[src/rtl/pipe_pkg.sv]
// Shared pipeline-control types: sequencer state encoding, register-zero constant
// and the per-stage enable/flush bundles (stage order PC, ID, EX, MEM, WB).
package pipe_pkg;

    typedef enum logic [1:0] {
        ST_RUN       = 2'd0,
        ST_DMEM_WAIT = 2'd1,
        ST_ERROR     = 2'd2
    } hz_state_e;

    localparam logic [4:0] REG_ZERO = 5'd0;

    typedef struct packed {
        logic pc;
        logic id;
        logic ex;
        logic mem;
        logic wb;
    } stage_we_t;

    typedef struct packed {
        logic id;
        logic ex;
        logic mem;
    } stage_flush_t;

    typedef struct packed {
        stage_we_t    we;
        stage_flush_t flush;
        logic         redirect;
    } seq_ctrl_t;

    localparam seq_ctrl_t CTRL_FREEZE = '0;

endpackage

[src/rtl/load_use_detect.sv]
// Combinational load-use hazard compare between the load in EX and the ID operands.
module load_use_detect
    import pipe_pkg::*;
(
    input  logic       ex_mem_read,
    input  logic [4:0] ex_reg_addr,
    input  logic [4:0] id_reg_s,
    input  logic [4:0] id_reg_t,
    input  logic       id_uses_t,
    output logic       hazard
);

    logic match_s;
    logic match_t;

    assign match_s = (ex_reg_addr == id_reg_s);
    assign match_t = id_uses_t && (ex_reg_addr == id_reg_t);

    // A load into r0 is architecturally a no-op, so it can never feed a consumer.
    assign hazard = ex_mem_read && (ex_reg_addr != REG_ZERO) && (match_s || match_t);

endmodule

[src/rtl/hazard_ctrl.sv]
// Central five-stage pipeline sequencer: stage enables, flushes, redirect and DMEM watchdog.
// Optional HAZARD_CTRL_PERF_EN adds live stall/flush performance counters.
module hazard_ctrl
    import pipe_pkg::*;
#(
    parameter int unsigned MEM_TIMEOUT = 255
) (
    input  logic        clk,
    input  logic        reset,
    input  logic [4:0]  id_reg_s,
    input  logic [4:0]  id_reg_t,
    input  logic        id_uses_t,
    input  logic        ex_mem_read,
    input  logic [4:0]  ex_reg_addr,
    input  logic        mem_branch_taken,
    input  logic        mem_jump,
    input  logic        dmem_req,
    input  logic        dmem_ack,
    input  logic        imem_ready,
    output logic        we_pc,
    output logic        we_id,
    output logic        we_ex,
    output logic        we_mem,
    output logic        we_wb,
    output logic        flush_id,
    output logic        flush_ex,
    output logic        flush_mem,
    output logic        pc_sel_redirect,
    output logic        timeout_err,
    output logic [31:0] stall_count,
    output logic [31:0] flush_count
);

    hz_state_e state;
    hz_state_e state_nxt;
    logic [15:0] wait_cnt;
    logic [15:0] wait_cnt_nxt;
    logic [16:0] wait_inc;
    logic        load_use;
    logic        redirect_req;
    logic        dmem_hold;
    seq_ctrl_t   ctrl;
    seq_ctrl_t   ctrl_out;

    load_use_detect u_load_use_detect (
        .ex_mem_read (ex_mem_read),
        .ex_reg_addr (ex_reg_addr),
        .id_reg_s    (id_reg_s),
        .id_reg_t    (id_reg_t),
        .id_uses_t   (id_uses_t),
        .hazard      (load_use)
    );

    assign redirect_req = mem_branch_taken | mem_jump;
    assign dmem_hold    = dmem_req & ~dmem_ack;
    assign wait_inc     = {1'b0, wait_cnt} + 17'd1;

    // Priority resolution for a cycle in which data memory is not holding the pipe.
    function automatic seq_ctrl_t resolve(input logic redir, input logic lu, input logic imem_rdy);
        seq_ctrl_t c;
        c = CTRL_FREEZE;
        if (redir) begin
            c.we       = '1;
            c.flush    = '1;
            c.redirect = 1'b1;
        end else if (lu) begin
            c.we.mem   = 1'b1;
            c.we.wb    = 1'b1;
            c.we.ex    = 1'b1;
            c.flush.ex = 1'b1;
        end else if (!imem_rdy) begin
            c.we       = '1;
            c.we.pc    = 1'b0;
            c.flush.id = 1'b1;
        end else begin
            c.we       = '1;
        end
        return c;
    endfunction

    always_comb begin
        ctrl         = CTRL_FREEZE;
        state_nxt    = state;
        wait_cnt_nxt = wait_cnt;
        case (state)
            ST_RUN: begin
                if (dmem_hold) begin
                    state_nxt    = ST_DMEM_WAIT;
                    wait_cnt_nxt = '0;
                end else begin
                    ctrl = resolve(redirect_req, load_use, imem_ready);
                end
            end
            ST_DMEM_WAIT: begin
                // An ack on the same cycle the limit is reached still completes the access.
                if (dmem_ack) begin
                    ctrl      = resolve(redirect_req, load_use, imem_ready);
                    state_nxt = ST_RUN;
                end else begin
                    wait_cnt_nxt = wait_inc[15:0];
                    if (wait_inc == 17'(MEM_TIMEOUT)) begin
                        state_nxt = ST_ERROR;
                    end
                end
            end
            ST_ERROR: begin
                state_nxt = ST_ERROR;
            end
            default: begin
                state_nxt = ST_RUN;
            end
        endcase
    end

    always_ff @(posedge clk or negedge reset) begin
        if (!reset) begin
            state    <= ST_RUN;
            wait_cnt <= '0;
        end else begin
            state    <= state_nxt;
            wait_cnt <= wait_cnt_nxt;
        end
    end

    // Outputs are forced low combinationally so they drop the moment reset asserts.
    assign ctrl_out = reset ? ctrl : CTRL_FREEZE;

    assign we_pc           = ctrl_out.we.pc;
    assign we_id           = ctrl_out.we.id;
    assign we_ex           = ctrl_out.we.ex;
    assign we_mem          = ctrl_out.we.mem;
    assign we_wb           = ctrl_out.we.wb;
    assign flush_id        = ctrl_out.flush.id;
    assign flush_ex        = ctrl_out.flush.ex;
    assign flush_mem       = ctrl_out.flush.mem;
    assign pc_sel_redirect = ctrl_out.redirect;
    assign timeout_err     = reset && (state == ST_ERROR);

`ifdef HAZARD_CTRL_PERF_EN
    logic [31:0] stall_cnt_q;
    logic [31:0] flush_cnt_q;

    always_ff @(posedge clk or negedge reset) begin
        if (!reset) begin
            stall_cnt_q <= '0;
            flush_cnt_q <= '0;
        end else begin
            if ((state != ST_ERROR) && !ctrl.we.pc) begin
                stall_cnt_q <= stall_cnt_q + 32'd1;
            end
            if (ctrl.redirect) begin
                flush_cnt_q <= flush_cnt_q + 32'd1;
            end
        end
    end

    assign stall_count = stall_cnt_q;
    assign flush_count = flush_cnt_q;
`else
    assign stall_count = '0;
    assign flush_count = '0;
`endif

endmodule

[config.mk]
export PLATFORM = sky130hd
export DESIGN_NAME = hazard_ctrl
export DESIGN_NICKNAME = d
export VERILOG_FILES = /design/src/rtl/pipe_pkg.sv /design/src/rtl/load_use_detect.sv /design/src/rtl/hazard_ctrl.sv
export SDC_FILE = /design/constraint.sdc
export NUM_CORES = 1
export LEC_CHECK = 0
export ABC_AREA = 1
export BUFFER_PORTS_ARGS = -buffer_cell sky130_fd_sc_hd__buf_2
export CORE_ASPECT_RATIO = 1.2
export CORE_MARGIN = 1.5
export CORE_UTILIZATION = 45
export DETAILED_ROUTE_END_ITERATION = 10
export GPL_ROUTABILITY_DRIVEN = 0
export GPL_TIMING_DRIVEN = 0
export PLACE_DENSITY = 0.9
export RECOVER_POWER = 25
export SLEW_MARGIN = 20
export SYNTH_ARGS = -nofsm -noshare
export SYNTH_HDL_FRONTEND = slang
export SYNTH_SLANG_ARGS = --single-unit
export TNS_END_PERCENT = 30
[constraint.sdc]
create_clock -name clk -period 4.3 [get_ports clk]
set_input_delay 0.86 -clock clk [delete_from_list [all_inputs] [get_ports clk]]
set_output_delay 0.86 -clock clk [all_outputs]
set_load 0.005 [all_outputs]
# [Yosys cells after proc, flatten, opt, wreduce, memory -nomap -nowiden]
# Index checks and enable logic that the tools add are counted.
# Widths: inputs -> output; s select.
[totals] output_inout_bits=74 in_bits=24 elab_cells=43 reg_bits=18
[classes] n_reduce_logical=10 n_eq_ne=8 mux=19 n_addsub=1 bitwise_logic=3
[op_table] op="$mux 16" count=2
[op_table] op="$pmux 16 s2" count=1
[op_table] op="$mux 9" count=3
[op_table] op="$pmux 9 s2" count=1
[op_table] op="$add 16x1->17 const B" count=1
[op_table] op="$eq 17x8->1 const B" count=1
[op_table] op="$eq 5x5->1" count=2
[op_table] op="$mux 2" count=5
[op_table] op="$mux 7" count=1
[op_table] op="$pmux 2 s3" count=1
[op_table] op="$mux 5" count=1
[op_table] op="$reduce_bool 5->1" count=1
[op_table] op="$logic_and 1x1->1" count=4
[op_table] op="$ne 2x2->1 const B" count=2
[op_table] op="$mux 1" count=3
[op_table] op="$mux 3" count=1
[op_table] op="$ne 3x3->1 const B" count=1
[op_table] op="$reduce_and 3->1" count=1
[op_table] op="$eq 2x1->1 const B" count=1
[op_table] op="$eq 2x2->1 const B" count=1
[op_table] op="$logic_not 2->1" count=1
[op_table] op="$reduce_and 2->1" count=1
[op_table] op="$reduce_bool 2->1" count=1
[op_table] op="$and 1x1->1" count=1
[op_table] op="3 further kinds" count=3

# [Longest topological paths before layout]
# Gate-level depths: netlist of run 1.
[depth] word_depth=9 ltp_mapped=12 depth_no_buf=12

# [Cells and area by module]
# From an unflattened synthesis of run 1, not the netlist that was laid out.
[hier_totals] hier_cells=307 area_unflattened_um2=1949.4
[modules_own_cells] module="hazard_ctrl" cells_each=255 area_each_um2=1742.9 instances=1
[modules_own_cells] module="load_use_detect" cells_each=52 area_each_um2=206.4 instances=1

# [Worst setup path before layout of run 1]
# Ideal clock, no wire load.
[synth_path] path_kind="input-to-output" startpoint="input port ex_reg_addr[3]" endpoint="output port we_pc" setup_slack_ns=1.944 stages=8 arrival_ns=1.496 cell_sequence="inv_1 > nor2_1 > a211oi_1 > nand3_1 > nand2_1 > nand2_1 > nand3_1 > o21ai_0"
[synth_between] elab_chain_cells=9 elab_cells_between_ends=13
[synth_lines] element="start: declaration" line="hazard_ctrl.sv:14" source="input logic [4:0] ex_reg_addr,"
[synth_lines] element="$eq 5x5->1" line="load_use_detect.sv:17" source="assign match_t = id_uses_t && (ex_reg_addr == id_reg_t);"
[synth_lines] element="$logic_and 1x1->1" line="load_use_detect.sv:17"
[synth_lines] element="$logic_or 1x1->1" line="load_use_detect.sv:20" source="assign hazard = ex_mem_read && (ex_reg_addr != REG_ZERO) && (match_s || match_t);"
[synth_lines] element="$logic_and 1x1->1 *" line="load_use_detect.sv:20"
[synth_lines] element="$mux 2 *" line="hazard_ctrl.sv:66" source="end else if (lu) begin"
[synth_lines] element="$mux 7 *" line="hazard_ctrl.sv:62" source="if (redir) begin"
[synth_lines] element="$mux 9, on equally long branches" line="hazard_ctrl.sv:96, hazard_ctrl.sv:87"
[synth_lines] element="$pmux 9 s2 *" line="hazard_ctrl.sv:85" source="case (state)"
[synth_lines] element="$mux 9 *" line="hazard_ctrl.sv:126" source="assign ctrl_out = reset ? ctrl : CTRL_FREEZE;"
[synth_lines] element="end: declaration" line="hazard_ctrl.sv:20" source="output logic we_pc,"
# Every way passes the cells marked *; elsewhere a longest branch is shown, timed or not.

# [Final worst setup path of run 1]
[layout_path] startpoint="input port reset" endpoint="output port we_pc"
[layout_between] elab_chain_cells=1
[layout_lines] element="start: declaration" line="hazard_ctrl.sv:9" source="input logic reset,"
[layout_lines] element="$mux 9" line="hazard_ctrl.sv:126"
# Every way passes these cells.

==> results.json, run 1 <==
{
  "status": "complete, no violations",
  "synthCells": 271,
  "area_growth_pct": 27.72,
  "yosysSeqAreaShare": 0.2387,
  "slew_viol_final": 0,
  "fin_total_pwr_mw": 0.4444,
  "routed_wl_mm": 4.159,
  "drc": 0,
  "fp-row-count": 25,
  "p_sw_frac": 0.2831,
  "wire_per_inst_um": 9.786,
  "cp.required_ns": 3.44,
  "yosys_warnings": 0,
  "powerDensity_mw_per_mm2": 184.4,
  "rsz0062_at_grt": "false",
  "antenna_found_initial": 0,
  "die_h_um": 73.93,
  "clock-root-buffer": "clkbuf_8",
  "r2r-start": "wait_cnt[1]$_DFFE_PN0P_",
  "cp-start-kind": "input port",
  "maxCapViolations": 0,
  "clock.fmax_mhz": 306.8,
  "grt_max_degree": 21,
  "coreArea_mm2": 0.003973,
  "netlist_area_mm2": 0.001887,
  "skew_ns": 0.005753,
  "end_kind": "output pin",
  "postRouteAntennaNets": 0,
  "insertion_delay_ns": 0.26,
  "relSlewSlack": 0.2912,
  "viasPerCell": 4.268,
  "yosysUniqueCellTypes": 27,
  "tightest_slew_ns": 1.063,
  "power.share.clock": 0.321,
  "firstDrtPassIters": 4,
  "p_sw_mw": 0.1258,
  "die_x_um": 62.11,
  "first_global_vias": 1556,
  "grt_pass1_wl_mm": 6.644,
  "arrival_ns": 2.40,
  "power.leakage_nw": 1.469,
  "combPwrFrac": 0.265,
  "power_frac_seq": 0.414,
  "vias": 1814,
  "clockBufferDepth": 2,
  "peakVddDrop_mv": 0.2059,
  "syn_avg_cell_area_um2": 6.962,
  "ios": 98,
  "die-area_mm2": 0.004592,
  "drt-initial-drc-count": 49,
  "ys_ff_latch": 18,
  "portBuffers": 33,
  "cts.sinks": 18,
  "fin_crit_ns": 3.260,
  "grt.overflow.total": 0,
  "cts_resized": 0,
  "diodes": 0,
  "grtUsageTotal": 0.1784,
  "startpoint": "reset",
  "finalSetupTns_ns": 0,
  "power.internal_mw": 0.3186,
  "initial_core_util": 0.4750,
  "fin_nets": 398,
  "cts_tree": "yes",
  "hold_violations": 0,
  "cts_hold_buffers": 0,
  "layout_commonest_cell": "buf_4",
  "drive_gt1_frac": 0.3235,
  "finalCritPeriodShare": 0.7580,
  "hp-class": "flop to flop",
  "path_max_fanout": 20,
  "hp-start": "state[1]$_DFFE_PN0P_",
  "mostFrequentLayoutCells": "buf_4 (68), conb_1 (64), nand2_1 (56), buf_2 (33), inv_1 (24)",
  "cts-htree-levels": 1,
  "cts_buffers": 3,
  "crit_type": "input port to output pin",
  "clk_pin_slew_ns": 0.07,
  "cts_setup_buffers": 0,
  "finalSetupViolations": 0,
  "post-dp-hpwl_mm": 3.378
}
==> cell type report <==
| cell class | count | area, µm² |
|---|---|---|
| fillers | 369 | 1563 |
| multi-input cells | 221 | 1060 |
| plain buffers | 69 | 515.5 |
| flip-flops and latches | 18 | 450.4 |
| repair buffers | 33 | 163.9 |
| inverters | 26 | 97.59 |
| well taps | 54 | 67.56 |
| clock buffers | 4 | 55.05 |
==> sequential cells by signal, indices dropped and copies added, names as in the netlist <==
| name | flops |
|---|---|
| wait_cnt | 16 |
| state | 2 |
==> per-layer routing <==
| metal | wire length [µm] | track usage |
|---|---|---|
| met3 | 299 | 0.03631 |
| met4 | 80 | 0.07901 |
| met1 | 1552 | 0.1831 |
| met2 | 2226 | 0.3551 |
| met5 | 0 | 0 |
==> through the flow <==
stage | setup slack (ns) | hold slack (ns) | cell area, µm² | util | cells
after floorplan | 1.944 | 0.5362 | 2123 | - | 334
final | 1.040 | 0.5822 | 2410 | 0.6066 | 425
after global routing | 0.7767 | 0.6313 | 2410 | 0.6066 | 425
after detailed placement | 1.534 | 0.5757 | 2356 | 0.5931 | 421
after global placement | 1.571 | 0.5684 | 2356 | 0.5931 | 421
after CTS | 1.528 | 0.5452 | 2411 | 0.6069 | 425
==> worst max-delay path, stage by stage <==
cell      delay [ns]
clkbuf_1        0.77
nand2_1         0.28
inv_1           0.20
nand3_1         0.09
o21ai_0         0.07
buf_2           0.14
==> Yosys cell counts (all sizes together) <==
library cell   n  area, µm²
o22ai          9      56.30
nor3b          1      7.510
conb           1      3.750
nand4          6      37.54
o21ai         13      65.06
xnor2          3      26.28
nand2         61      241.5
a21oi          4      23.77
nand3         21      115.1
buf           69      515.5
o21bai         1      7.510
dfrtp         18      450.4
nor2          27      136.4
a211oi         1      7.510
xor2           7      61.31
ha             2      25.02
clkinv         1      3.750
inv           25      93.84
o41ai          1      8.760
==> cell families after synthesis <==
kind of cell               Yosys count  share of synthesized area
AOI/OAI and AO/OA                   29                    0.08952
xor gates and xnor gates            10                    0.04642
adders and majority gates            2                    0.01326
buffers and inverters               95                     0.3249
DFF                                 18                     0.2387
other                                1                   0.001987
and+or+nand+nor                    116                     0.2851
==> path summary, 6_finish.rpt <==
path | end | slack (ns) | cells after the start
min in group asynchronous | wait_cnt[7]$_DFFE_PN0P_ | 0.76 | 1
worst min register to register | wait_cnt[2]$_DFFE_PN0P_ | 0.58 | 3
worst min-delay path | wait_cnt[2]$_DFFE_PN0P_ | 0.58 | 3
max in group asynchronous | state[1]$_DFFE_PN0P_ | 2.89 | 1
worst max register to register | state[0]$_DFFE_PN0P_ | 2.46 | 10
worst max-delay path | we_pc | 1.04 | 6
==> power by group through the flow <==
stage	clock [mW]	combinational (mW)	sequential (mW)
6_report	0.143	0.118	0.184
2_1_floorplan	0	0.0909	0.185
5_1_grt	0.149	0.133	0.184
3_5_place_dp	0	0.114	0.187
4_1_cts	0.143	0.115	0.183
3_3_place_gp	0	0.112	0.186
Note: power is estimated with default switching activity, not from simulation.
==> run 2: changes to the inputs <==
==> constraint.sdc (replaced) <==
create_clock -name clk -period 3.07 [get_ports clk]
set_input_delay 0.614 -clock clk [delete_from_list [all_inputs] [get_ports clk]]
set_output_delay 0.614 -clock clk [all_outputs]
set_load 0.005 [all_outputs]
==> run 2 against run 1 <==
  * Final area barely moved
  * Combinational power up 40%
  * Clock power is 40% higher
  * Clock-buffer cell count did not move
  * Sequential share of layout area about the same
  * Setup slack got worse by 0.23 ns
  * Global-route usage unchanged
  * Core utilization barely moved
  * Largest cell class unchanged
==> results.json, run 2 (same netlist as run 1, synthesis figures left out) <==
{
  "die_x_um": 62.11,
  "peakVddDrop_mv": 0.2883,
  "grt_max_degree": 21,
  "firstDrtPassIters": 4,
  "grtUsageTotal": 0.1784,
  "grt_use_met3": 0.03631,
  "top_usage_layer": "met2",
  "fin_nets": 398,
  "routed_wl_mm": 4.155,
  "nFillCells": 368,
  "r2r-start": "wait_cnt[1]$_DFFE_PN0P_",
  "clock.fmax_mhz": 443.0,
  "cts.sinks": 18,
  "powerDensity_mw_per_mm2": 258.2,
  "cts_resized": 0,
  "cts_setup_buffers": 0,
  "hp-class": "input port to async pin",
  "timing.rr.end": "state[0]$_DFFE_PN0P_",
  "slew_viol_final": 0,
  "path_max_fanout": 20,
  "postLayoutCellArea_mm2": 0.002411,
  "postRouteAntennaNets": 0,
  "largest-register": "wait_cnt",
  "antenna_found_initial": 0,
  "grt.met1_usage": 0.1831,
  "finalSetupTns_ns": 0,
  "area_growth_pct": 27.78,
  "cts_tree": "yes",
  "arrival_ns": 1.64,
  "initial_core_util": 0.4750,
  "clk_pin_slew_ns": 0.07,
  "post-dp-hpwl_mm": 3.378,
  "cp-start-kind": "input port",
  "clockBufferDepth": 2,
  "viasPerCell": 4.264,
  "clock-root-buffer": "clkbuf_8",
  "die_h_um": 73.93,
  "portBuffers": 33,
  "cts_buffers": 3,
  "vias": 1812,
  "grt.overflow.total": 0,
  "wire_per_inst_um": 9.776,
  "use_met2": 0.3551,
  "fp-row-count": 25,
  "first_global_vias": 1556,
  "cp.required_ns": 2.46,
  "cts-htree-levels": 1,
  "ff2ff_path_depth": 10,
  "worst-r2r-setup-slack_ns": 1.23,
  "drt-initial-drc-count": 51,
  "fin_crit_ns": 2.257,
  "power.leakage_nw": 1.472,
  "diodes": 0,
  "grt_pass1_wl_mm": 6.644,
  "drc": 0,
  "drive_gt1_frac": 0.3261,
  "insertion_delay_ns": 0.26,
  "mostFrequentLayoutCells": "buf_4 (68), conb_1 (64), nand2_1 (56), buf_2 (34), inv_1 (24)",
  "largest_register_ffs": 16,
  "finalSetupViolations": 0,
  "multi_input_area_mm2": 0.001060,
  "coreArea_mm2": 0.003973,
  "finalCritPeriodShare": 0.7353,
  "die-area_mm2": 0.004592,
  "ios": 98,
  "seq_area_um2": 450.4,
  "layout_commonest_cell": "buf_4",
  "crit_type": "input port to output pin",
  "reg.largest.list": "wait_cnt (16), state (2)",
  "status": "complete, no violations",
  "skew_ns": 0.005718,
  "cts_hold_buffers": 0,
  "placed_area_mm2": 0.002356,
  "rsz0062_at_grt": "false",
  "maxCapViolations": 0,
  "end_kind": "output pin",
  "hold_violations": 0
}
[run 2: cell count changes in the layout (fill, tap and decap cells not counted)]
| cell | delta |
|---|---|
| clkbuf_1 | -1 |
| buf_2 | +1 |
[run 2: through the flow]
stage               instances  hold WS (ns)  setup WS (ns)  utilization  total power, mW
finish                    425        0.2846         0.8127       0.6069           0.6225
global placement          421        0.5684         0.8325       0.5931           0.4173
floorplan                 334        0.3184          1.206            -           0.3862
CTS                       425        0.2992         0.7898       0.6069           0.6185
detailed placement        421        0.5757         0.7961       0.5931           0.4218
global route              425        0.3263         0.6640       0.6069           0.6531
[run 2: routing by layer]
metal	part of all wire	wire length, µm
met4	0.019	80
met3	0.072	298
met5	0	0
met1	0.37	1552
met2	0.54	2224
[run 2: worst max-delay path by stage]
stage | depth (start not counted) | endpoint | start
2_1_floorplan | 8 | we_pc | ex_reg_addr[3]
4_1_cts | 6 | we_pc | reset
3_5_place_dp | 6 | we_pc | reset
3_3_place_gp | 6 | we_pc | reset
5_1_grt | 6 | we_pc | reset
6_report | 6 | we_pc | reset
[run 2: power by group]
part | internal [mW] | switching [mW]
logic | 0.0856 | 0.0798
clock network | 0.114 | 0.0855
registers | 0.246 | 0.0109
total | 0.446 | 0.176
[run 2: critical path, stage by stage]
cell	delay (ns)
buf_2	0.37
nand2_1	0.20
inv_1	0.17
nand3_1	0.08
o21ai_0	0.07
buf_2	0.13
[run 2: area by class of cell]
class / count / area share
Multi-Input combinational cell: 221 / 0.4395
Buffer: 69 / 0.2138
Sequential cell: 18 / 0.1868
Timing Repair Buffer: 33 / 0.06850
Inverter: 26 / 0.04048
Tap cell: 54 / 0.02802
Clock buffer: 4 / 0.02283
==> run 3: changes to the inputs <==
--- a/config.mk
+++ b/config.mk
@@ -5,15 +5,15 @@
 export SDC_FILE = /design/constraint.sdc
 export NUM_CORES = 1
 export LEC_CHECK = 0
-export ABC_AREA = 1
+export ABC_AREA = 0
 export BUFFER_PORTS_ARGS = -buffer_cell sky130_fd_sc_hd__buf_2
 export CORE_ASPECT_RATIO = 1.2
 export CORE_MARGIN = 1.5
-export CORE_UTILIZATION = 45
+export CORE_UTILIZATION = 42
 export DETAILED_ROUTE_END_ITERATION = 10
 export GPL_ROUTABILITY_DRIVEN = 0
 export GPL_TIMING_DRIVEN = 0
-export PLACE_DENSITY = 0.9
+export PLACE_DENSITY = 0.88
 export RECOVER_POWER = 25
 export SLEW_MARGIN = 20
 export SYNTH_ARGS = -nofsm -noshare
==> constraint.sdc (replaced) <==
create_clock -name clk -period 1.85 [get_ports clk]
set_input_delay 0.37 -clock clk [delete_from_list [all_inputs] [get_ports clk]]
set_output_delay 0.37 -clock clk [all_outputs]
set_load 0.005 [all_outputs]
==> run 3 against run 2 <==
  * The run now ends with negative setup slack left
  * Combinational power is 38% higher
  * Setup slack worse by 0.90 ns
  * Clock power is 66% higher
  * Area after synthesis is 2.2% higher
  * Flip-flop and latch count stayed put
  * First-iteration DRC count is 100% higher
  * Hold slack worse by 0.28 ns
  * Final area is 9.8% higher
  * Sequential power is 54% higher
  * Die area is 9.1% higher
  * Critical endpoint is now flush_ex
  * Largest cell class unchanged
  * Highest routed layer unchanged
==> results.json, run 3 <==
{
  "area_growth_pct": 37.25,
  "clockBufferDepth": 2,
  "mostFrequentLayoutCells": "buf_4 (72), conb_1 (64), buf_2 (32), dfrtp_1 (15)",
  "netlist_area_mm2": 0.001928,
  "cts-htree-levels": 1,
  "finalSetupTns_ns": -0.2156,
  "clk_pin_slew_ns": 0.08,
  "firstDrtPassIters": 5,
  "vias": 1912,
  "grt_max_degree": 21,
  "cp.required_ns": 1.48,
  "initial_core_util": 0.4456,
  "ys_ff_latch": 18,
  "syn_avg_cell_area_um2": 8.034,
  "grtUsageTotal": 0.1726,
  "yosys_warnings": 0,
  "peakVddDrop_mv": 0.1768,
  "slew_viol_final": 0,
  "wire_per_inst_um": 12.29,
  "clock.fmax_mhz": 515.5,
  "relSlewSlack": 0.6554,
  "ios": 98,
  "yosysSeqAreaShare": 0.2336,
  "die_x_um": 64.85,
  "yosys-top-cells-area": "buf_4 (26%), dfrtp_1 (23%), xnor2_1 (5.9%), o21ai_0 (3.6%), nand4_1 (3.2%)",
  "layout_commonest_cell": "buf_4",
  "power.leakage_nw": 1.380,
  "die_h_um": 77.22,
  "grt.overflow.total": 0,
  "async_flop_share": 1.000,
  "synthCells": 240,
  "fin_total_pwr_mw": 0.9564,
  "place_ws_ns": -0.2210,
  "fin_crit_ns": 1.940,
  "violations": "negative setup slack",
  "viasPerCell": 4.756,
  "yosysMostFrequentCell": "buf_4",
  "cts_tree": "yes",
  "end_kind": "output pin",
  "postLayoutCellArea_mm2": 0.002646,
  "drt-initial-drc-count": 104,
  "hp-class": "input port to async pin",
  "synth_top_area_frac": 0.2648,
  "utilization": 0.6116,
  "synth-edff-count": 0,
  "first_global_vias": 1702,
  "antenna_found_initial": 0,
  "portBuffers": 33,
  "coreArea_mm2": 0.004327,
  "skew_ns": 0.008536,
  "postRouteAntennaNets": 0,
  "hold_violations": 0,
  "drc": 0,
  "yosysTopAreaCell": "buf_4",
  "insertion_delay_ns": 0.26,
  "tightest_slew_ns": 0.5169,
  "worst_slack_ns": -0.08987,
  "finalCritPeriodShare": 1.049,
  "status": "finished, violations left",
  "reg.largest.list": "wait_cnt (16), state (2)",
  "routed_wl_mm": 4.939,
  "drive_gt1_frac": 0.4017,
  "die-area_mm2": 0.005008,
  "maxCapViolations": 0,
  "yosysUniqueCellTypes": 46,
  "crit_type": "input port to output pin",
  "cts_buffers": 3,
  "post-dp-hpwl_mm": 3.462,
  "synthTopCellsByCount": "buf_4 (68), dfrtp_1 (18), nand2_1 (14), o21ai_0 (14)",
  "fin_nets": 373,
  "placed_area_mm2": 0.002400,
  "cp-start-kind": "input port",
  "grt_pass1_wl_mm": 7.155,
  "fp-row-count": 26,
  "largest-register": "wait_cnt",
  "ys.flop_type": "dfrtp_1",
  "powerDensity_mw_per_mm2": 361.4,
  "arrival_ns": 1.57,
  "path_max_fanout": 3,
  "cts_hold_buffers": 0,
  "cts.sinks": 18,
  "finalSetupViolations": 4,
  "diodes": 0,
  "largest_register_ffs": 16,
  "clock-root-buffer": "clkbuf_8",
  "rsz0062_at_grt": "true"
}
==> run 3: worst paths after layout <==
check	start	endpoint	slack [ns]	cells after the start
worst max-delay path	ex_reg_addr[3]	flush_ex	-0.09	6
worst min-delay path	reset	wait_cnt[6]$_DFFE_PN0P_	0.002	1
worst max register to register	wait_cnt[0]$_DFFE_PN0P_	state[0]$_DFFE_PN0P_	-0.02	8
worst min register to register	wait_cnt[12]$_DFFE_PN0P_	wait_cnt[12]$_DFFE_PN0P_	0.56	1
max in group asynchronous	reset	state[0]$_DFFE_PN0P_	1.61	1
min in group clk	wait_cnt[12]$_DFFE_PN0P_	wait_cnt[12]$_DFFE_PN0P_	0.56	1
==> run 3: stage by stage <==
step	hold WS, ns	std cells
after floorplan	0.07441	303
after global placement	0.3290	392
after detailed placement	0.3335	392
after CTS	0.05856	397
after global routing	0.01468	402
final	0.002138	402
==> run 3: repair_timing <==
item                                   CTS  global route
pin swaps                                5             8
buffers inserted                         1             5
setup endpoints to repair                9            17
resized for setup                       15            21
endpoints found under the hold margin    0             0
==> run 3: power by group <==
group | switching (mW) | internal, mW
Sequential | 0.00276 | 0.394
Combinational | 0.0957 | 0.133
Clock | 0.142 | 0.189
==> run 3: cells by family (layout without fill, tap and decap cells) <==
family | count (synthesis) | in the layout | synth area share
buffers and inverters | 80 | 123 | 0.2894
and+or+nand+nor | 72 | 72 | 0.2213
xor gates and xnor gates | 13 | 13 | 0.05905
other | 1 | 64 | 0.001945
AOI/OAI and AO/OA | 51 | 51 | 0.1661
muxes | 3 | 3 | 0.01557
adders and majority gates | 2 | 2 | 0.01298
DFF | 18 | 18 | 0.2336
==> run 3: area by class of cell <==
cell class                      count  area (µm²)
Buffer                             75       544.3
Clock buffer                        4       55.05
Fill cell                         367        1680
Inverter                            5       21.27
Multi-Input combinational cell    205        1269
Sequential cell                    18       454.2
Tap cell                           56       70.07
Timing Repair Buffer               39       232.7
==> run 3: worst max-delay path, stage by stage <==
cell     delay, ns
buf_8         0.09
or4_4         0.54
o21ai_4       0.16
nor2_2        0.06
o31a_1        0.23
buf_2         0.13
==> run 3: per-layer routing <==
metal / vias up / GRT usage / wire length (µm)
met4: 0 / 0.06596 / 93
li1: 924 / - / -
met5: - / 0 / 0
met2: 110 / 0.3320 / 2693
met1: 866 / 0.1777 / 1688
met3: 12 / 0.03372 / 464
